File: src/rtl/vga_pkg.sv
// Shared types and constants for the VGA row prefetch cache.
// Frame-buffer geometry and the fetch FSM encoding live here.
package vga_pkg;

  typedef enum logic [1:0] {
    IDLE   = 2'd0,
    REQ    = 2'd1,
    COMMIT = 2'd2
  } fetch_state_t;

  localparam int          VGA_WORDS_PER_ROW = 4;
  localparam int          VGA_ROWS          = 96;
  localparam logic [31:0] VGA_FB_BASE       = 32'h3E80;

endpackage

File: src/rtl/vga_lb_bank.sv
// One row bank: 4x32 data words, a 7-bit row tag and a valid bit.
// Write port is synchronous, read port is combinational.
module vga_lb_bank
  import vga_pkg::*;
(
  input  logic        clk,
  input  logic        nrst,
  input  logic        i_clr,
  input  logic        i_start,
  input  logic [6:0]  i_tag,
  input  logic        i_set,
  input  logic        i_we,
  input  logic [1:0]  i_waddr,
  input  logic [31:0] i_wdata,
  input  logic [1:0]  i_raddr,
  output logic [31:0] o_rdata,
  output logic [6:0]  o_tag,
  output logic        o_valid
);

  logic [31:0] r_mem [VGA_WORDS_PER_ROW];
  logic [6:0]  r_tag;
  logic        r_valid;

  // Clearing wins over set so a frame start cancels a commit.
  always_ff @(posedge clk or negedge nrst) begin
    if (!nrst) begin
      r_valid <= 1'b0;
      r_tag   <= '0;
      for (int i = 0; i < VGA_WORDS_PER_ROW; i++)
        r_mem[i] <= '0;
    end else begin
      if (i_clr || i_start)
        r_valid <= 1'b0;
      else if (i_set)
        r_valid <= 1'b1;
      if (i_start)
        r_tag <= i_tag;
      if (i_we)
        r_mem[i_waddr] <= i_wdata;
    end
  end

  assign o_rdata = r_mem[i_raddr];
  assign o_tag   = r_tag;
  assign o_valid = r_valid;

endmodule

File: src/rtl/vga_line_prefetch.sv
// Double-buffered row cache feeding VGA_out from a req/ack SRAM bus.
// Define VGA_LB_STATS_EN to add the saturating underrun_cnt output.
module vga_line_prefetch
  import vga_pkg::*;
#(
  parameter logic [31:0] BASE_ADDR = VGA_FB_BASE,
  parameter int          ROWS      = VGA_ROWS
) (
  input  logic        clk,
  input  logic        nrst,
  input  logic [1:0]  vga_state,
  input  logic        vga_data_en,
  input  logic [31:0] vga_addr,
  output logic [31:0] vga_data,
  output logic        vga_busy,
  input  logic        grant,
  output logic        bus_req,
  output logic [31:0] bus_addr,
  input  logic        bus_ack,
  input  logic [31:0] bus_rdata
`ifdef VGA_LB_STATS_EN
  ,
  output logic [15:0] underrun_cnt
`endif
);

  localparam logic [31:0] ROWS_U = 32'(ROWS);

  fetch_state_t r_state;
  logic [6:0]   r_tgt;
  logic [1:0]   r_widx;
  logic [6:0]   r_disp;
  logic [1:0]   r_prev_vs;

  logic [31:0] w_off;
  logic [6:0]  w_row;
  logic [1:0]  w_word;
  logic        w_hit;
  logic        w_unused;
  logic [1:0]  w_valid;
  logic [6:0]  w_tag [2];
  logic [31:0] w_rd  [2];

  assign w_off    = vga_addr - BASE_ADDR;
  assign w_row    = w_off[8:2];
  assign w_word   = w_off[1:0];
  assign w_unused = ^w_off[31:9];

  assign w_hit = vga_data_en
               & w_valid[w_row[0]]
               & (w_tag[w_row[0]] == w_row);

  assign vga_data = w_hit ? w_rd[w_row[0]] : '0;
  assign vga_busy = vga_data_en & ~w_hit;

  logic w_fs;
  assign w_fs = (vga_state == 2'd1)
              & (r_prev_vs != 2'd1);

  logic [7:0] w_nxt8;
  logic       w_cur_ok;
  logic       w_nxt_ok;
  logic       w_res_cur;
  logic       w_res_nxt;

  assign w_nxt8    = {1'b0, r_disp} + 8'd1;
  assign w_cur_ok  = {25'd0, r_disp} < ROWS_U;
  assign w_nxt_ok  = {24'd0, w_nxt8} < ROWS_U;
  assign w_res_cur = w_valid[r_disp[0]]
                   & (w_tag[r_disp[0]] == r_disp);
  assign w_res_nxt = w_valid[w_nxt8[0]]
                   & (w_tag[w_nxt8[0]] == w_nxt8[6:0]);

  logic       w_go;
  logic [6:0] w_sel;

  // Current display row first, then the one after it.
  always_comb begin
    w_go  = 1'b0;
    w_sel = r_disp;
    unique case (1'b1)
      (w_cur_ok & ~w_res_cur): begin
        w_go  = 1'b1;
        w_sel = r_disp;
      end
      (w_cur_ok & w_res_cur & w_nxt_ok & ~w_res_nxt): begin
        w_go  = 1'b1;
        w_sel = w_nxt8[6:0];
      end
      default: ;
    endcase
  end

  logic       w_idle_go;
  logic       w_ack;
  logic       w_last;
  logic       w_commit;
  logic [1:0] w_widx_inc;

  assign w_idle_go  = (r_state == IDLE) & w_go & ~w_fs;
  assign w_ack      = (r_state == REQ) & bus_ack
                    & grant & ~w_fs;
  assign w_last     = w_ack & (r_widx == 2'd3);
  assign w_commit   = (r_state == COMMIT) & ~w_fs;
  assign w_widx_inc = r_widx + 2'd1;

  assign bus_req = (r_state == REQ) & grant;

  for (genvar k = 0; k < 2; k++) begin : g_bank
    vga_lb_bank u_bank (
      .clk     (clk),
      .nrst    (nrst),
      .i_clr   (w_fs),
      .i_start (w_idle_go & (w_sel[0] == 1'(k))),
      .i_tag   (w_sel),
      .i_set   (w_commit & (r_tgt[0] == 1'(k))),
      .i_we    (w_ack & (r_tgt[0] == 1'(k))),
      .i_waddr (r_widx),
      .i_wdata (bus_rdata),
      .i_raddr (w_word),
      .o_rdata (w_rd[k]),
      .o_tag   (w_tag[k]),
      .o_valid (w_valid[k])
    );
  end

  always_ff @(posedge clk or negedge nrst) begin
    if (!nrst) begin
      r_state <= IDLE;
    end else if (w_fs) begin
      r_state <= IDLE;
    end else begin
      unique case (r_state)
        IDLE:    if (w_go) r_state <= REQ;
        REQ:     if (w_last) r_state <= COMMIT;
        COMMIT:  r_state <= IDLE;
        default: r_state <= IDLE;
      endcase
    end
  end

  always_ff @(posedge clk or negedge nrst) begin
    if (!nrst) begin
      r_tgt    <= '0;
      r_widx   <= '0;
      bus_addr <= '0;
    end else if (w_idle_go) begin
      r_tgt    <= w_sel;
      r_widx   <= '0;
      bus_addr <= BASE_ADDR
                + {23'd0, w_sel, 2'b00};
    end else if (w_ack) begin
      r_widx   <= w_widx_inc;
      bus_addr <= BASE_ADDR
                + {23'd0, r_tgt, w_widx_inc};
    end
  end

  always_ff @(posedge clk or negedge nrst) begin
    if (!nrst) begin
      r_disp    <= '0;
      r_prev_vs <= '0;
    end else begin
      r_prev_vs <= vga_state;
      if (w_fs)
        r_disp <= '0;
      else if (vga_data_en && (w_row != r_disp))
        r_disp <= w_row;
    end
  end

`ifdef VGA_LB_STATS_EN
  logic [15:0] r_underrun;

  always_ff @(posedge clk or negedge nrst) begin
    if (!nrst)
      r_underrun <= '0;
    else if (vga_busy && (r_underrun != 16'hFFFF))
      r_underrun <= r_underrun + 16'd1;
  end

  assign underrun_cnt = r_underrun;
`endif

endmodule

File: config.mk
export PLATFORM = sky130hd
export DESIGN_NAME = vga_line_prefetch
export DESIGN_NICKNAME = d
export VERILOG_FILES = /design/src/rtl/vga_pkg.sv /design/src/rtl/vga_lb_bank.sv /design/src/rtl/vga_line_prefetch.sv
export SDC_FILE = /design/constraint.sdc
export NUM_CORES = 1
export LEC_CHECK = 0
export CORE_UTILIZATION = 55
export DETAILED_ROUTE_END_ITERATION = 10
export PLACE_DENSITY = 0.77
export SLEW_MARGIN = 15
export SYNTH_ARGS = -nofsm -noshare
export SYNTH_HDL_FRONTEND = slang
export SYNTH_SLANG_ARGS = --single-unit
File: constraint.sdc
create_clock -name clk -period 5.59 [get_ports clk]
set_input_delay 1.118 -clock clk [delete_from_list [all_inputs] [get_ports clk]]
set_output_delay 1.118 -clock clk [all_outputs]
set_load 0.05 [all_outputs]
==> results.yml <==
outcome:
  outcome: "finished, final reports clean"
synthesis:
  ys_seq_area_share_pct: 52.3
  ys.warnings.count: 0
  yosys_most_used_dff: "dfrtp_1"
  yosysUniqueCellTypes: 52
  yosys.area.top_type: "dfrtp_1"
  synth.top_cell.area_share_pct: 52.3
  synth-edff-count: 0
  yosysMostFrequentCell: "dfrtp_1"
  synth_area_um2: 14400
  ys_top_cells_by_area: "dfrtp_1, mux2_2, mux4_2, mux2i_1, nor2_1"
  avgSynthCellArea_um2: 14.5
  synth_common_cells: "dfrtp_1, mux2_2, mux4_2, nor2_1, mux2i_1"
  ys_async_sr_fraction_pct: 100
  ys_ff_latch: 301
  synth_cells: 993
sta:
  setup_viol_count_final: 0
  period_share_pct: 86.7
  max-slew-margin-rel_pct: 27.1
  fmax_mhz: 206
  worst_pin_slew_ps: 1090
  finalClockSkew_ps: 15.9
  rsz0062_at_grt: "false"
  report.final.slew_viol_count: 0
  min_period_ps: 4850
  finalSetupTns_ps: 0
  hold_viol_final: 0
final_layout:
  layout-drive-gt1-share_pct: 38.2
  area.growth.synth_to_final_pct: 15.2
  fin_area_um2: 16600
  fill_cells: 1828
  fin_nets: 1140
clock_network:
  ctsResizeCount: 0
  numCtsBuffers: 30
  htree_levels: 1
  clk_path_buf_depth: 3
  cts_sinks: 301
  post_cts_buffers: 0
  cts_tree: "yes"
  clk_latency_ps: 560
  clkTransAtPathRegs_ps: 60
  holdBufCountCts: 0
  cts_root_buf: "clkbuf_16"
detailed_routing:
  wl_per_cell_um: 20.6
  vias_per_cell: 5.79
  drtPass1Iterations: 4
  ant_nets: 0
  dr_total_vias: 8195
  remaining_drc_errors: 0
  routed_wl_mm: 29.1
  drt_iter0_drc: 374
critical_path:
  end_kind: "output pin"
  worstPathArrival_ps: 3730
  worst_path_max_delay_cell: "clkdlybuf4s50_1"
  crit_chain: "buf_2 > mux2i_1 > xnor2_1 > nand2_1 > nor4_1 > nand4_1 > buf_4 > nor2_1 > clkdlybuf4s50_1"
  cp_slowest_stage_delay_ps: 810
  cp.required_ps: 4470
  path_class: "in2out"
  cp-start-kind: "input pin"
  crit_fanout: 18
die:
  initial_core_util_pct: 56.7
  core_region_area_um2: 25400
  rows: 58
  design.portCount: 137
  die_w_um: 164
  die-area_um2: 26800
  die_y_um: 164
min_path:
  hold_path_class: "reg2reg"
global_route:
  overflow: 0
  antenna_found_initial: 0
  grt.total_usage_pct: 23.0
  grt_pass1_wl_mm: 47.7
  grt_pass1_vias: 8667
  grt_max_degree: 122
placement:
  dp_hpwl_mm: 17.4
  portBuffers: 96
  dpl_cell_area_um2: 15500
  gp_congestion: 0.810
pwr:
  total_leakage_power_nw: 7.56
  finalPower_mw: 7.67
  powerDensity_nw_per_um2: 462
  ir_drop_mv: 0.259
job:
  max-cap-violations: 0
-- final cells by class --
cell class | instances | area [um^2] | area share, %
Antenna cell | 1 | 2.50 | 0.0151
Clock inverter | 18 | 241 | 1.46
Inverter | 7 | 26.3 | 0.158
Timing Repair Buffer | 108 | 1110 | 6.67
Clock buffer | 37 | 827 | 4.98
Tap cell | 330 | 413 | 2.49
Sequential cell | 301 | 7530 | 45.4
Multi-Input combinational cell | 614 | 6450 | 38.8
-- state kept, by name, summed over array words and instances, names as in the netlist --
| signal | flops |
|---|---|
| g_bank.u_bank.r_mem | 256 |
| g_bank.u_bank.o_tag | 14 |
| bus_addr | 10 |
| r_disp | 7 |
| r_tgt | 7 |
| g_bank.u_bank.o_valid | 2 |
| r_prev_vs | 2 |
| r_state | 2 |
| r_widx | 1 |
-- report_power, final --
group	switching [mW]	internal, mW	leakage [nW]	total [mW]
combinational	0.907	1.21	3.13	2.11
sequential	0.439	2.98	3.92	3.42
clock	0.856	1.28	0.510	2.14
total	2.20	5.47	7.56	7.67
-- final timing paths --
kind                       slack (ps)  cells after the start                          end                  startpoint
setup / recovery                  740                      9                  vga_data[5]                 vga_addr[2]
hold / removal                    480                      1   g_bank[0].u_bank.r_mem[40]  g_bank[0].u_bank.r_mem[40]
setup reg to reg                 1700                     11                  bus_addr[8]                   r_disp[0]
hold reg to reg                   480                      1   g_bank[0].u_bank.r_mem[40]  g_bank[0].u_bank.r_mem[40]
max in group asynchronous        3830                      2    g_bank[1].u_bank.r_mem[5]                        nrst
min in group asynchronous         610                      1  g_bank[1].u_bank.r_mem[102]                        nrst
-- kinds of logic (layout without fill, tap and decap cells) --
logic type | after synthesis | in the layout | synth area share, %
AOI/OAI and AO/OA | 32 | 32 | 1.59
xor gates and xnor gates | 36 | 36 | 2.35
adders and majority gates | 7 | 7 | 0.608
buffers and inverters | 94 | 170 | 3.48
DFF | 301 | 301 | 52.3
muxes | 393 | 393 | 35.4
other | 1 | 18 | 0.0260
and+or+nand+nor | 129 | 129 | 4.30
-- cell usage in the layout, fill, tap and decap left out, types with 4 or more instances in the layout --
cell type / synthesis / routed
clkbuf_16: 0 / 30
nor2b_1: 4 / 4
clkinvlp_4: 0 / 6
ha_1: 7 / 7
mux2_1: 13 / 13
nand3_1: 5 / 5
clkinv_2: 0 / 6
clkdlybuf4s50_1: 0 / 92
xnor2_1: 22 / 22
mux4_2: 64 / 64
a31oi_1: 8 / 8
nand4_1: 4 / 4
inv_1: 7 / 7
mux2i_1: 54 / 54
and3_2: 0 / 4
xor2_1: 11 / 11
buf_4: 21 / 8
nand2_2: 1 / 5
and2_1: 5 / 5
dfrtp_1: 301 / 301
nand2_1: 30 / 26
nand2b_1: 4 / 4
mux2_4: 4 / 4
nor2_1: 55 / 55
mux2_2: 258 / 258
a21oi_1: 7 / 7
and3_1: 8 / 4
conb_1: 1 / 17
buf_12: 0 / 5
bufinv_16: 0 / 5
clkbuf_8: 0 / 5
-- through the flow --
step	hold WS, ps	setup slack, ps	util [%]	std cells
after floorplan	452	1200	-	1009
after global placement	464	784	61.1	1360
after detailed placement	473	785	61.1	1360
after CTS	488	755	65.3	1415
after global routing	512	557	65.3	1415
final	484	744	65.3	1416
-- critical path: cells and delay by family --
family,cells,cell delay (ps)
xor+xnor,1,150
mux,1,350
buf+inv,3,1550
simple gates,4,530
-- metal layers --
metal	wire length (um)	GRT usage (%)	up-vias
met5	0	0	-
met4	388	4.42	0
met3	1060	3.28	35
met2	14000	37.2	139
met1	13700	33.4	4323
li1	-	-	3698
Power figures use the tool's default switching activity.
